--- config.mk ---
export PLATFORM = sky130hd
export DESIGN_NAME = lap_frame_writer
export DESIGN_NICKNAME = d
export VERILOG_FILES = /design/src/rtl/lap_pkg.sv /design/src/rtl/sat_u8.sv /design/src/rtl/lap_frame_writer.sv
export SDC_FILE = /design/constraint.sdc
export NUM_CORES = 1
export LEC_CHECK = 0
export ABC_CLOCK_PERIOD_IN_PS = 2800
export CAP_MARGIN = 5
export CORE_ASPECT_RATIO = 0.9
export CORE_UTILIZATION = 40
export CTS_CLUSTER_SIZE = 14
export DETAILED_ROUTE_END_ITERATION = 10
export PLACE_DENSITY_LB_ADDON = 0.2
export RECOVER_POWER = 100
export SYNTH_ARGS = -nofsm -noshare
export SYNTH_HDL_FRONTEND = slang
export SYNTH_SLANG_ARGS = --single-unit
--- constraint.sdc ---
create_clock -name clk -period 2.8 [get_ports clk]
set_input_delay 0.28 -clock clk [delete_from_list [all_inputs] [get_ports clk]]
set_output_delay 0.28 -clock clk [all_outputs]
set_load 0.02 [all_outputs]
--- src/rtl/lap_pkg.sv ---
// Shared definitions for the 3x3 Laplacian pipeline: frame geometry defaults,
// writer FSM state codes and the 8-bit pixel ceiling.
package lap_pkg;

    localparam int IMG_W_DEF = 130;
    localparam int IMG_H_DEF = 130;

    localparam logic [7:0] PIX_MAX = 8'd255;

    typedef logic [1:0] state_t;

    localparam state_t IDLE  = 2'd0;
    localparam state_t SKIP  = 2'd1;
    localparam state_t WRITE = 2'd2;
    localparam state_t DONE  = 2'd3;

endpackage

--- src/rtl/sat_u8.sv ---
// Combinational conversion of a signed 16-bit adder-tree sum to an 8-bit pixel,
// optionally taking the magnitude before clamping to [0, PIX_MAX].
module sat_u8
    import lap_pkg::*;
#(
    parameter int ABS_MODE = 0
) (
    input  logic signed [15:0] sum_in,
    output logic        [7:0]  pix_out
);

    // Widened by one bit so that negating -32768 cannot overflow.
    function automatic logic [7:0] sat_pix(input logic signed [15:0] x, input logic abs_en);
        logic signed [16:0] v;
        v = {x[15], x};
        if (abs_en && (v < 0)) begin
            v = -v;
        end
        if (v < 0) begin
            return 8'd0;
        end else if (v > 17'sd255) begin
            return PIX_MAX;
        end else begin
            return v[7:0];
        end
    endfunction

    always_comb begin
        pix_out = sat_pix(sum_in, ABS_MODE != 0);
    end

endmodule

--- src/rtl/lap_frame_writer.sv ---
// Writes one Laplacian frame per start pulse into the output BRAM: drops the
// alignment samples, converts each sum to a pixel, zeroes the border.
module lap_frame_writer
    import lap_pkg::*;
#(
    parameter int IMG_W    = IMG_W_DEF,
    parameter int IMG_H    = IMG_H_DEF,
    parameter int ADDR_W   = 15,
    parameter int SKIP_CNT = 131,
    parameter int ABS_MODE = 0
) (
    input  logic              clk,
    input  logic              reset,
    input  logic              start,
    input  logic              in_valid,
    input  logic [15:0]       in_data,
    output logic              wr_en,
    output logic [ADDR_W-1:0] wr_addr,
    output logic [7:0]        wr_data,
    output logic              busy,
    output logic              frame_done
);

    localparam int CW = 16;

    state_t            state_q, state_d;
    logic [CW-1:0]     row_q, row_d;
    logic [CW-1:0]     col_q, col_d;
    logic [CW-1:0]     skip_q, skip_d;
    logic [ADDR_W-1:0] addr_q, addr_d;
    logic              last_q, last_d;
    logic              wr_en_q, wr_en_d;
    logic [ADDR_W-1:0] wr_addr_q, wr_addr_d;
    logic [7:0]        wr_data_q, wr_data_d;

    logic [7:0] pix;
    logic       border;
    logic       col_end;
    logic       row_end;

    sat_u8 #(.ABS_MODE(ABS_MODE)) u_sat (
        .sum_in  (in_data),
        .pix_out (pix)
    );

    assign col_end = (col_q == CW'(IMG_W - 1));
    assign row_end = (row_q == CW'(IMG_H - 1));
    assign border  = (row_q == '0) || row_end || (col_q == '0) || col_end;

    always_comb begin
        state_d   = state_q;
        row_d     = row_q;
        col_d     = col_q;
        skip_d    = skip_q;
        addr_d    = addr_q;
        last_d    = last_q;
        wr_en_d   = 1'b0;
        wr_addr_d = wr_addr_q;
        wr_data_d = wr_data_q;
        case (state_q)
            IDLE: begin
                if (start) begin
                    state_d = (SKIP_CNT > 0) ? SKIP : WRITE;
                    row_d   = '0;
                    col_d   = '0;
                    skip_d  = '0;
                    addr_d  = '0;
                end
            end
            SKIP: begin
                if (in_valid) begin
                    if (skip_q == CW'(SKIP_CNT - 1)) begin
                        state_d = WRITE;
                        skip_d  = '0;
                    end else begin
                        skip_d = skip_q + 1'b1;
                    end
                end
            end
            WRITE: begin
                // Hold WRITE for the cycle that presents the final write so
                // frame_done lands one cycle after it.
                if (last_q) begin
                    state_d = DONE;
                    last_d  = 1'b0;
                end else if (in_valid) begin
                    wr_en_d   = 1'b1;
                    wr_addr_d = addr_q;
                    wr_data_d = border ? 8'd0 : pix;
                    if (col_end) begin
                        col_d = '0;
                        if (row_end) begin
                            row_d  = '0;
                            addr_d = '0;
                            last_d = 1'b1;
                        end else begin
                            row_d  = row_q + 1'b1;
                            addr_d = addr_q + 1'b1;
                        end
                    end else begin
                        col_d  = col_q + 1'b1;
                        addr_d = addr_q + 1'b1;
                    end
                end
            end
            default: begin
                state_d = IDLE;
            end
        endcase
    end

    always_ff @(posedge clk) begin
        if (reset) begin
            state_q   <= IDLE;
            row_q     <= '0;
            col_q     <= '0;
            skip_q    <= '0;
            addr_q    <= '0;
            last_q    <= 1'b0;
            wr_en_q   <= 1'b0;
            wr_addr_q <= '0;
            wr_data_q <= '0;
        end else begin
            state_q   <= state_d;
            row_q     <= row_d;
            col_q     <= col_d;
            skip_q    <= skip_d;
            addr_q    <= addr_d;
            last_q    <= last_d;
            wr_en_q   <= wr_en_d;
            wr_addr_q <= wr_addr_d;
            wr_data_q <= wr_data_d;
        end
    end

    assign wr_en      = wr_en_q;
    assign wr_addr    = wr_addr_q;
    assign wr_data    = wr_data_q;
    assign busy       = (state_q == SKIP) || (state_q == WRITE);
    assign frame_done = (state_q == DONE);

endmodule

Yosys cells after proc, flatten, opt, wreduce, memory -nomap -nowiden:

Cells that the tools add are included.

* input bits: 20
* flip-flop bits (word level): 90
* output and inout bits: 26
* logic and storage cells: 77

* reductions and logical operators: 15
* multiplexer cells: 32
* $lt $le $gt $ge: 2
* bitwise operators: 2
* add/subtract/negate cells: 4
* eq/ne operators: 13

Operators by type and width (count)
* $mux W16: 10
* $pmux W16 S2: 3
* $mux W15: 5
* $add A16 B1 Y16 const B: 3
* $eq A16 B8 Y1 const B: 3
* $logic_not A16 Y1: 2
* $pmux W15 S2: 1
* $mux W8: 3
* $gt A16 B9 Y1 const B: 1
* $lt A16 B1 Y1 const B: 1
* $add A15 B1 Y15 const B: 1
* $ne A2 B2 Y1 const B: 7
* $mux W2: 4
* $reduce_and A4 Y1: 2
* $pmux W2 S3: 1
* $reduce_and A3 Y1: 2
* $mux W1: 5
* $reduce_and A5 Y1: 1
* $eq A2 B2 Y1 const B: 2
* $logic_or A1 B1 Y1: 4
* $reduce_bool A2 Y1: 2
* $reduce_or A3 Y1: 1
* $eq A2 B1 Y1 const B: 1
* $logic_not A2 Y1: 1
* $not A1 Y1: 2

Logic depth before layout (Yosys ltp):

Gate-level depths: netlist (run 1).

* depth after elaboration: 6
* gate-level depth with buffers: 9
* depth with buffers taken out: 7

Cells and area by module:

A second synthesis (run 1) with hierarchy kept.

* cells, all modules: 520
* area, all modules: 4411.7 sq um

Modules (own cells, without submodules)
* lap_frame_writer: cells each 500, area each 4297.9 sq um, sequential area each 1801.7 sq um, instances 1
* sat_u8: cells each 20, area each 113.9 sq um, sequential area each 0.0 sq um, instances 1

Worst setup path before layout (run 1):

OpenSTA, ideal clock, no wires.

* kind: register to register
* start point: register col_q[0]
* end point: register row_q[3]
* required time: 2.729 ns
* slack: 0.471 ns
* data arrival time: 2.259 ns
* cell stages (with the launch flop): 7
* cell sequence: dfxtp_1 ha_1 or4bb_1 o41ai_4 nand2_4 or4_1 a21oi_1

* longest elaborated chain between the ends: 3

Ends and longest elaborated chain
* start: declaration: RTL line lap_frame_writer.sv:28 `logic [CW-1:0] col_q, col_d;`
* start signal: assignment: RTL line lap_frame_writer.sv:126 `col_q <= col_d;`
* $eq A16 B8 Y1: RTL line lap_frame_writer.sv:46 `assign col_end = (col_q == CW'(IMG_W - 1));`
* $ne A2 B2 Y1 (no source line)
* $reduce_and A5 Y1 (no source line)
* end signal: assignment: RTL line lap_frame_writer.sv:125 `row_q <= row_d;`
* end: declaration: RTL line lap_frame_writer.sv:27 `logic [CW-1:0] row_q, row_d;`

Every way passes these cells.
A chain may end at the register's enable or synchronous reset.

Final worst setup path (run 1):

Same ends and word-level chain as after synthesis.

==> results by group, run 1 <==
Layout
  • Share of layout cells above drive strength 1: 6.07%
  • Ant. Diodes: 0
  • Fill cells: 997
  • Sequential cell area: 0.00180 mm2
  • Area growth syn-to-layout: 22.4%
  • Layout net count: 606
  • Area taken by multi-input logic gates: 0.00238 mm2

CTS
  • Clock Tree Root: clkbuf_16
  • CTS hold repair buffers: 0
  • Clk buf depth: 2
  • Clk_lat worst skew: 340 ps
  • CTS resizes: 0
  • H-tree depth: 3
  • CTS tree: built
  • Clock sinks: 90
  • Clock-pin slew of the registers on the worst-case setup and hold paths: 60 ps
  • Num CTS Buffers: 9
  • Post-CTS Setup Inserts: 0

Global route
  • Initial antenna violation count: 0
  • GR met3 Demand/Resource: 4.63%
  • Global-route wire length before repair: 16900 um
  • Met2 usage: 30.3%
  • Pin count of the biggest net entering global routing: 42
  • Number of global-route vias before repair: 3614
  • GRT overflow: 0
  • GRT Util Overall: 18.6%
  • Grt peak-use layer: met2
  • GR Util met1: 24.2%

Worst setup path
  • Reg-to-reg slack, setup: 210 ps
  • Setup CP Type: flip-flop to flip-flop
  • CP endpoint kind: flip-flop
  • Cell count of the worst reg-to-reg path: 6
  • CP cell instances: ha_1 -> or4bb_1 -> o41ai_1 -> nand2_4 -> or4_1 -> a21oi_1
  • CP startpoint kind: flip-flop
  • Required time worst endpoint: 3070 ps
  • Worst Path Arrival: 2870 ps
  • Crit-path slowest cell: o41ai_1
  • CP max FO: 8
  • CP max stage delay: 560 ps

Place
  • Final GP Congestion: 0.804
  • Post-DP HPWL: 7150 um
  • Pre-CTS setup slack: 328 ps
  • Buffers on Ports: 45

STA
  • Final Max Tran Viols: 0
  • Worst slew margin: 24.4%
  • Period utilization: 92.7%
  • Min Tclk post-route: 2590 ps
  • Achievable Freq: 0.385 GHz
  • Setup TNS: 0 ps
  • RSZ-0062 raised after global routing: false
  • WHS: 447 ps
  • Final hold vios: 0
  • Post-route setup slack: 205 ps
  • Slew @ Worst Pin: 1130 ps
  • Final Skew: 7.38 ps
  • Final Setup Violations: 0

Synth
  • Net Count, Synth: 551
  • Ys Warns: 0
  • Syn Inst Count: 517
  • Synth area leaders: dfxtp_1 42%, nand2_1 5.9%, nor2_1 5.2%
  • Post-synthesis cell type count: 53
  • Mapped cell area: 0.00434 mm2
  • Post-synthesis mux area share: 1.15%
  • Top cells by count, synth: 90 x dfxtp_1, 68 x nand2_1, 60 x nor2_1, 39 x a21oi_1, 25 x nand3_1
  • Fraction of synthesized cell area in xor and xnor cells: 6.26%
  • Register area share after synthesis: 41.5%
  • Synth Area in Compound Gates: 16.6%
  • Post-Synth Simple-Gate Area: 27.4%
  • Post-synth EDFFs: 0
  • Synth Flop Type: dfxtp_1
  • Post-synth ARST share: 0%
  • Register bit total from synthesis: 90
  • Syn_area_per_cell: 8.39 um2
  • Largest area contributor in the netlist: dfxtp_1
  • Most frequent cell after synthesis: dfxtp_1
  • Main combinational cell family by area after synthesis: simple AND/OR/NAND/NOR gates
  • Adder-cell share of the synthesized area: 4.04%
  • Area share of the largest cell type after synthesis: 41.5%

Routing
  • Number of DRC markers in iteration 0: 244
  • Final ANT Viol Nets: 0
  • TritonRoute pass-1 iters: 7
  • Wire per inst: 14.1 um
  • Total Routed Length: 9950 um
  • Vias: 3865
  • Detailed-route vias per instance: 5.47
  • Drt drc: 1

Outcome
  • Violated checks: design-rule violations
  • Status: complete, but fails checks

Run
  • Max Cap Viol: 0

Floorplan
  • DIE HEIGHT: 101 um
  • Row count: 35
  • Die Area: 0.0113 mm2
  • Initial Utilization: 41.8%
  • Core box area: 0.0104 mm2
  • Die width: 112 um
  • Io pins: 46

Pwr
  • VDD IR-drop max: 0.433 mV
  • Power Total: 3700 uW
  • Power Density: 697 mW/mm2
  • Leakage: 0.00199 uW

Hold path
  • Hold Path Class: flip-flop to flip-flop
  • Depth of the worst hold-timing path: 2
[layout by cell type (no fill, tap or decap), types with 11 or more instances in the layout]
cell,count
o211ai_1,11
ha_1,14
dfxtp_1,90
o21ai_0,12
a21oi_1,40
nor2_1,60
xor2_1,22
and3_1,18
clkdlybuf4s50_1,19
nand2_1,68
nand3_1,25
dlygate4sd3_1,26
inv_1,16
nand4_1,11
[metal layers]
metal  up-vias  part of all wire [%]
met1      1821                    49
met2        65                    45
met4         0                   1.6
li1       1965                     -
met5         -                     0
met3        14                   4.1
[cell families after synthesis]
kind of cell / count (synthesis)
multiplexers: 5
flip-flops: 90
buffers and inverters: 34
XOR/XNOR: 31
AO/OA/AOI/OAI: 107
adder cells (fa/ha/maj): 14
AND/OR/NAND/NOR: 236
[flip-flops by register name, summed over array words and instances (netlist names)]
signal / count
wr_data: 8
wr_en: 1
last_q: 1
addr_q: 15
wr_addr: 15
row_q: 16
col_q: 16
skip_q: 16
state_q: 2
[path summary, 6_finish.rpt]
check	start	end
worst min-delay path	wr_data[3]	wr_data[3]
worst max register to register	col_q[0]	row_q[3]
worst max-delay path	col_q[0]	row_q[3]
worst min register to register	wr_data[3]	wr_data[3]
[through the flow]
stage | utilization [%] | instance area, um2 | instances
floorplan | - | 4340 | 517
finish | 51.1 | 5310 | 706
CTS | 51.7 | 5360 | 706
global placement | 48.2 | 5010 | 690
global route | 51.1 | 5310 | 706
detailed placement | 48.2 | 5010 | 690
[cell type report]
cell class                      count  area share [%]
Multi-Input combinational cell    393            44.8
Tap cell                          129            3.04
Inverter                           16            1.13
Clock buffer                       12            4.83
Timing Repair Buffer               62            10.4
Sequential cell                    90            33.9
Clock inverter                      4            1.84
[where the power goes]
group,total [uW],switching [uW],internal (uW),leakage (uW)
logic,886,582,304,0.00110
clock network,1430,506,922,0.000169
registers,1380,54.7,1330,0.000726
[worst max-delay path, delay by kind of cell, from the launching register on]
kind	cells	cell delay, ps
adders and majority gates	1	180
DFF	1	400
and+or+nand+nor	3	1230
AOI/OAI and AO/OA	2	710
(Power assumes the default switching activity.)
==> run 2, diff against run 1 <==
CORE_ASPECT_RATIO = 0.8   (was 0.9)
CORE_UTILIZATION = 56   (was 40)
REMOVE_ABC_BUFFERS = 1   (was default)
==> results by group, run 2 (synthesis results as in run 1) <==
Worst setup path
  • Worst Path Arrival: 2910 ps
  • CP startpoint kind: flip-flop
  • CP endpoint kind: flip-flop
  • Setup CP Type: flip-flop to flip-flop
  • Reg2reg start: col_q[0]
  • Reg-to-reg slack, setup: 180 ps
  • Required time worst endpoint: 3090 ps
  • Reg2reg end: row_q[14]
  • Cell count of the worst reg-to-reg path: 6
  • CP max FO: 9

STA
  • Final Skew: 11.2 ps
  • Achievable Freq: 0.382 GHz
  • Final hold vios: 0
  • Worst slew margin: 35.2%
  • Final Max Tran Viols: 0
  • Period utilization: 93.5%
  • RSZ-0062 raised after global routing: false
  • Post-route setup slack: 183 ps
  • Slew @ Worst Pin: 970 ps
  • Min Tclk post-route: 2620 ps
  • Final Setup Violations: 0

Routing
  • Vias: 4010
  • Total Routed Length: 10400 um
  • TritonRoute pass-1 iters: 5
  • Wire per inst: 15.2 um
  • Final ANT Viol Nets: 0
  • Drt drc: 0
  • Number of DRC markers in iteration 0: 269
  • Detailed-route vias per instance: 5.86

Layout
  • Fill cells: 612
  • Commonest non-fill, non-tap cells in the layout: 90 x dfxtp_1, 69 x nand2_1, 60 x nor2_1, 40 x a21oi_1, 26 x dlygate4sd3_1
  • Layout Utilization: 69.1%
  • Ant. Diodes: 0
  • Cell Count, Final, Fillers Out: 684
  • Most common cell after layout, fill and taps aside: dfxtp_1
  • Area growth syn-to-layout: 18.9%
  • Sequential cell area: 0.00180 mm2
  • Post-route cell area: 0.00516 mm2
  • Share of layout cells above drive strength 1: 6.56%
  • Layout net count: 608
  • Area taken by multi-input logic gates: 0.00240 mm2
  • Largest regs: col_q: 16 flops, row_q: 16 flops, skip_q: 16 flops

CTS
  • Num CTS Buffers: 9
  • Clock Tree Root: clkbuf_8
  • H-tree depth: 3
  • CTS resizes: 0
  • Clock-pin slew of the registers on the worst-case setup and hold paths: 100 ps
  • Clk buf depth: 2
  • Clk_lat worst skew: 370 ps
  • Clock sinks: 90
  • CTS tree: built
  • Post-CTS Setup Inserts: 0
  • CTS hold repair buffers: 0

Global route
  • GRT Util Overall: 26.8%
  • GRT overflow: 0
  • Number of global-route vias before repair: 3667
  • Initial antenna violation count: 0
  • Global-route wire length before repair: 17100 um
  • Pin count of the biggest net entering global routing: 33

Place
  • Post-DP HPWL: 7410 um
  • Pre-CTS setup slack: 265 ps
  • Placed instance count: 668
  • Cell Area, Placed: 0.00499 mm2
  • Final GP Congestion: 0.934
  • Buffers on Ports: 45

Floorplan
  • Die Area: 0.00810 mm2
  • Core box area: 0.00746 mm2
  • Row count: 28
  • Io pins: 46
  • Initial Utilization: 58.1%
  • Die width: 100 um
  • DIE HEIGHT: 80.7 um

Pwr
  • Pint: 2060 uW
  • Comb pwr share: 29.0%
  • Psw: 1160 uW
  • VDD IR-drop max: 0.407 mV
  • Sw Share: 36.0%
  • Power Density: 625 mW/mm2
  • Leakage: 0.00192 uW
  • Clk pwr share: 28.1%
  • Sequential power share: 42.9%

Hold path
  • Depth of the worst hold-timing path: 2
  • Hold Path Origin: wr_data[3]
  • Hold Path End: wr_data[3]
  • Hold Path Class: flip-flop to flip-flop

Outcome
  • Status: completed

Run
  • Max Cap Viol: 0
run 2: cell count changes in the layout (fill, tap and decap cells not counted), moves of 2 or more:
cell | previous run | this run
clkinvlp_4 | 1 | 3
buf_4 | 9 | 11
clkbuf_16 | 9 | 0
clkbuf_8 | 2 | 9
bufinv_16 | 3 | 1
a2111oi_0 | 3 | 1
run 2: how the worst max path moves through the flow:
stage	from	to	slack, ps
3_3_place_gp	col_q[1]	addr_q[12]	350
3_5_place_dp	state_q[0]	addr_q[12]	270
6_report	col_q[0]	row_q[14]	180
2_1_floorplan	state_q[0]	addr_q[13]	-170
4_1_cts	col_q[0]	row_q[14]	210
5_1_grt	row_q[0]	addr_q[10]	30
run 2: cell type report:
| class | instances | area share [%] |
|---|---|---|
| timing repair buffer | 64 | 11.0 |
| clock inverter | 7 | 1.50 |
| clock buffer | 9 | 2.40 |
| sequential | 90 | 34.9 |
| inverter | 16 | 1.16 |
| multi-input combinational | 393 | 46.5 |
| tap | 105 | 2.55 |
run 2: worst max-delay path: stages (launching register included):
cell,delay [ps]
dfxtp_1,420
ha_1,190
or4bb_1,580
or4_1,540
a21oi_2,460
a31oi_1,190
a21oi_1,170
run 2: per-layer routing:
metal	wire [um]	up-vias	part of all wire, %	track usage (%)
met4	129	0	1.2	7.54
met1	4870	1872	47	36.4
met2	4590	162	44	42.6
li1	-	1960	-	-
met5	0	-	0	0
met3	795	16	7.7	6.61
run 2: power groups by stage:
| stage | registers [uW] | clock network (uW) | logic, uW |
|---|---|---|---|
| floorplan | 1400 | 0 | 605 |
| global placement | 1410 | 0 | 941 |
| detailed placement | 1410 | 0 | 961 |
| CTS | 1380 | 924 | 972 |
| global route | 1390 | 980 | 1020 |
| finish | 1380 | 906 | 935 |
run 2: stage by stage:
step           TNS, ps  hold WS, ps  power [uW]
2_1_floorplan     -363          349        2010
3_3_place_gp         0          439        2350
3_5_place_dp         0          444        2370
4_1_cts              0          458        3280
5_1_grt              0          475        3390
6_report             0          450        3220
==> run 3, diff against run 2 <==
CORE_UTILIZATION = 44   (was 56)
==> results by group, run 3 (synthesis results as in run 1) <==
Worst setup path
  • Worst Path Arrival: 2800 ps
  • Setup CP Type: flip-flop to flip-flop
  • Crit path launch: col_q[0]
  • CP startpoint kind: flip-flop
  • CP endpoint kind: flip-flop
  • CP cell instances: ha_1 -> or4bb_1 -> or4_1 -> a22oi_1 -> clkbuf_2 -> a21oi_1
  • Reg2reg start: col_q[0]
  • Required time worst endpoint: 3020 ps
  • CP max stage delay: 580 ps
  • Crit-path slowest cell: or4_1
  • Reg-to-reg slack, setup: 220 ps
  • CP max FO: 12

Global route
  • GRT Util Overall: 21.8%
  • GRT overflow: 0
  • Initial antenna violation count: 0
  • Number of global-route vias before repair: 3698
  • Pin count of the biggest net entering global routing: 24
  • Global-route wire length before repair: 18100 um

Pwr
  • Power Total: 3500 uW
  • Power Density: 664 mW/mm2
  • Leakage: 0.00196 uW
  • VDD IR-drop max: 0.620 mV

STA
  • Final hold vios: 0
  • Final Setup Violations: 0
  • Min Tclk post-route: 2580 ps
  • Post-route setup slack: 216 ps
  • Final Skew: 7.63 ps
  • Achievable Freq: 0.387 GHz
  • Slew @ Worst Pin: 819 ps
  • Final Max Tran Viols: 0
  • Period utilization: 92.3%
  • Worst slew margin: 45.4%
  • RSZ-0062 raised after global routing: false

Floorplan
  • Die width: 113 um
  • DIE HEIGHT: 90.8 um
  • Initial Utilization: 45.1%
  • Core box area: 0.00961 mm2
  • Row count: 32
  • Io pins: 46
  • Die Area: 0.0103 mm2

CTS
  • Clock-pin slew of the registers on the worst-case setup and hold paths: 60 ps
  • Post-CTS Setup Inserts: 0
  • Clock Tree Root: clkbuf_16
  • CTS tree: built
  • Clock sinks: 90
  • H-tree depth: 3
  • Clk buf depth: 2
  • Clk_lat worst skew: 340 ps
  • Num CTS Buffers: 9

Hold path
  • Hold Path Origin: wr_data[0]
  • Hold Path Class: flip-flop to flip-flop

Layout
  • Layout Utilization: 54.8%
  • Layout net count: 609
  • Commonest non-fill, non-tap cells in the layout: 90 x dfxtp_1, 68 x nand2_1, 59 x nor2_1, 40 x a21oi_1, 26 x dlygate4sd3_1
  • Largest regs: col_q: 16 flops, row_q: 16 flops, skip_q: 16 flops
  • Area taken by multi-input logic gates: 0.00241 mm2
  • Most common cell after layout, fill and taps aside: dfxtp_1
  • Fill cells: 910
  • Share of layout cells above drive strength 1: 6.22%
  • Ant. Diodes: 0
  • Post-route cell area: 0.00527 mm2
  • Sequential cell area: 0.00180 mm2
  • Area growth syn-to-layout: 21.5%

Place
  • Final GP Congestion: 0.901
  • Post-DP HPWL: 7570 um
  • Buffers on Ports: 45
  • Cell Area, Placed: 0.00502 mm2
  • Pre-CTS setup slack: 202 ps

Routing
  • Detailed-route vias per instance: 5.72
  • Drt drc: 0
  • Final ANT Viol Nets: 0
  • Number of DRC markers in iteration 0: 184
  • TritonRoute pass-1 iters: 4
  • Vias: 3993
  • Total Routed Length: 10600 um
  • Wire per inst: 15.2 um

Run
  • Max Cap Viol: 0

Outcome
  • Status: completed
run 3: layout make-up:
class / count / share of cell area, %
clock buffers: 12 / 4.87
clock inverters: 3 / 0.475
inverters: 16 / 1.14
multi-input cells: 393 / 45.7
flip-flops and latches: 90 / 34.2
well taps: 119 / 2.83
repair buffers: 65 / 10.8
run 3: timing repair:
action	CTS	global route
endpoints found under the setup margin	0	2
hold buffers	0	0
gates resized for setup	0	2
run 3: final timing paths:
path	to	cells past startpoint
worst max-delay path	row_q[7]	6
worst min-delay path	wr_data[0]	2
worst max register to register	row_q[7]	6
worst min register to register	wr_data[0]	2
run 3: critical path, delay by kind of cell, from the launching register on:
kind | cells | cell delay [ps]
simple gates | 2 | 1140
flops | 1 | 400
compound gates | 2 | 400
buf+inv | 1 | 330
fa+ha+maj | 1 | 180
run 3: where the power goes:
group	switching (uW)	leakage [uW]	internal, uW
combinational	630	0.00110	336
clock	495	0.000135	649
sequential	58.7	0.000726	1330
run 3: layer usage:
metal  up-vias  GRT usage (%)  routed length (um)  share of wire (%)
met3        12           4.70                 441                4.2
met5         -              0                   0                  0
met4         0           5.92                 122                1.1
met2       107           34.1                4870                 46
li1       1960              -                   -                  -
met1      1914           30.3                5170                 49
run 3: per-stage QoR:
stage,cells,hold slack (ps),setup TNS [ps]
2_1_floorplan,499,349,-363
3_3_place_gp,683,438,0
3_5_place_dp,683,443,0
4_1_cts,698,451,0
5_1_grt,698,461,0
6_report,698,445,0
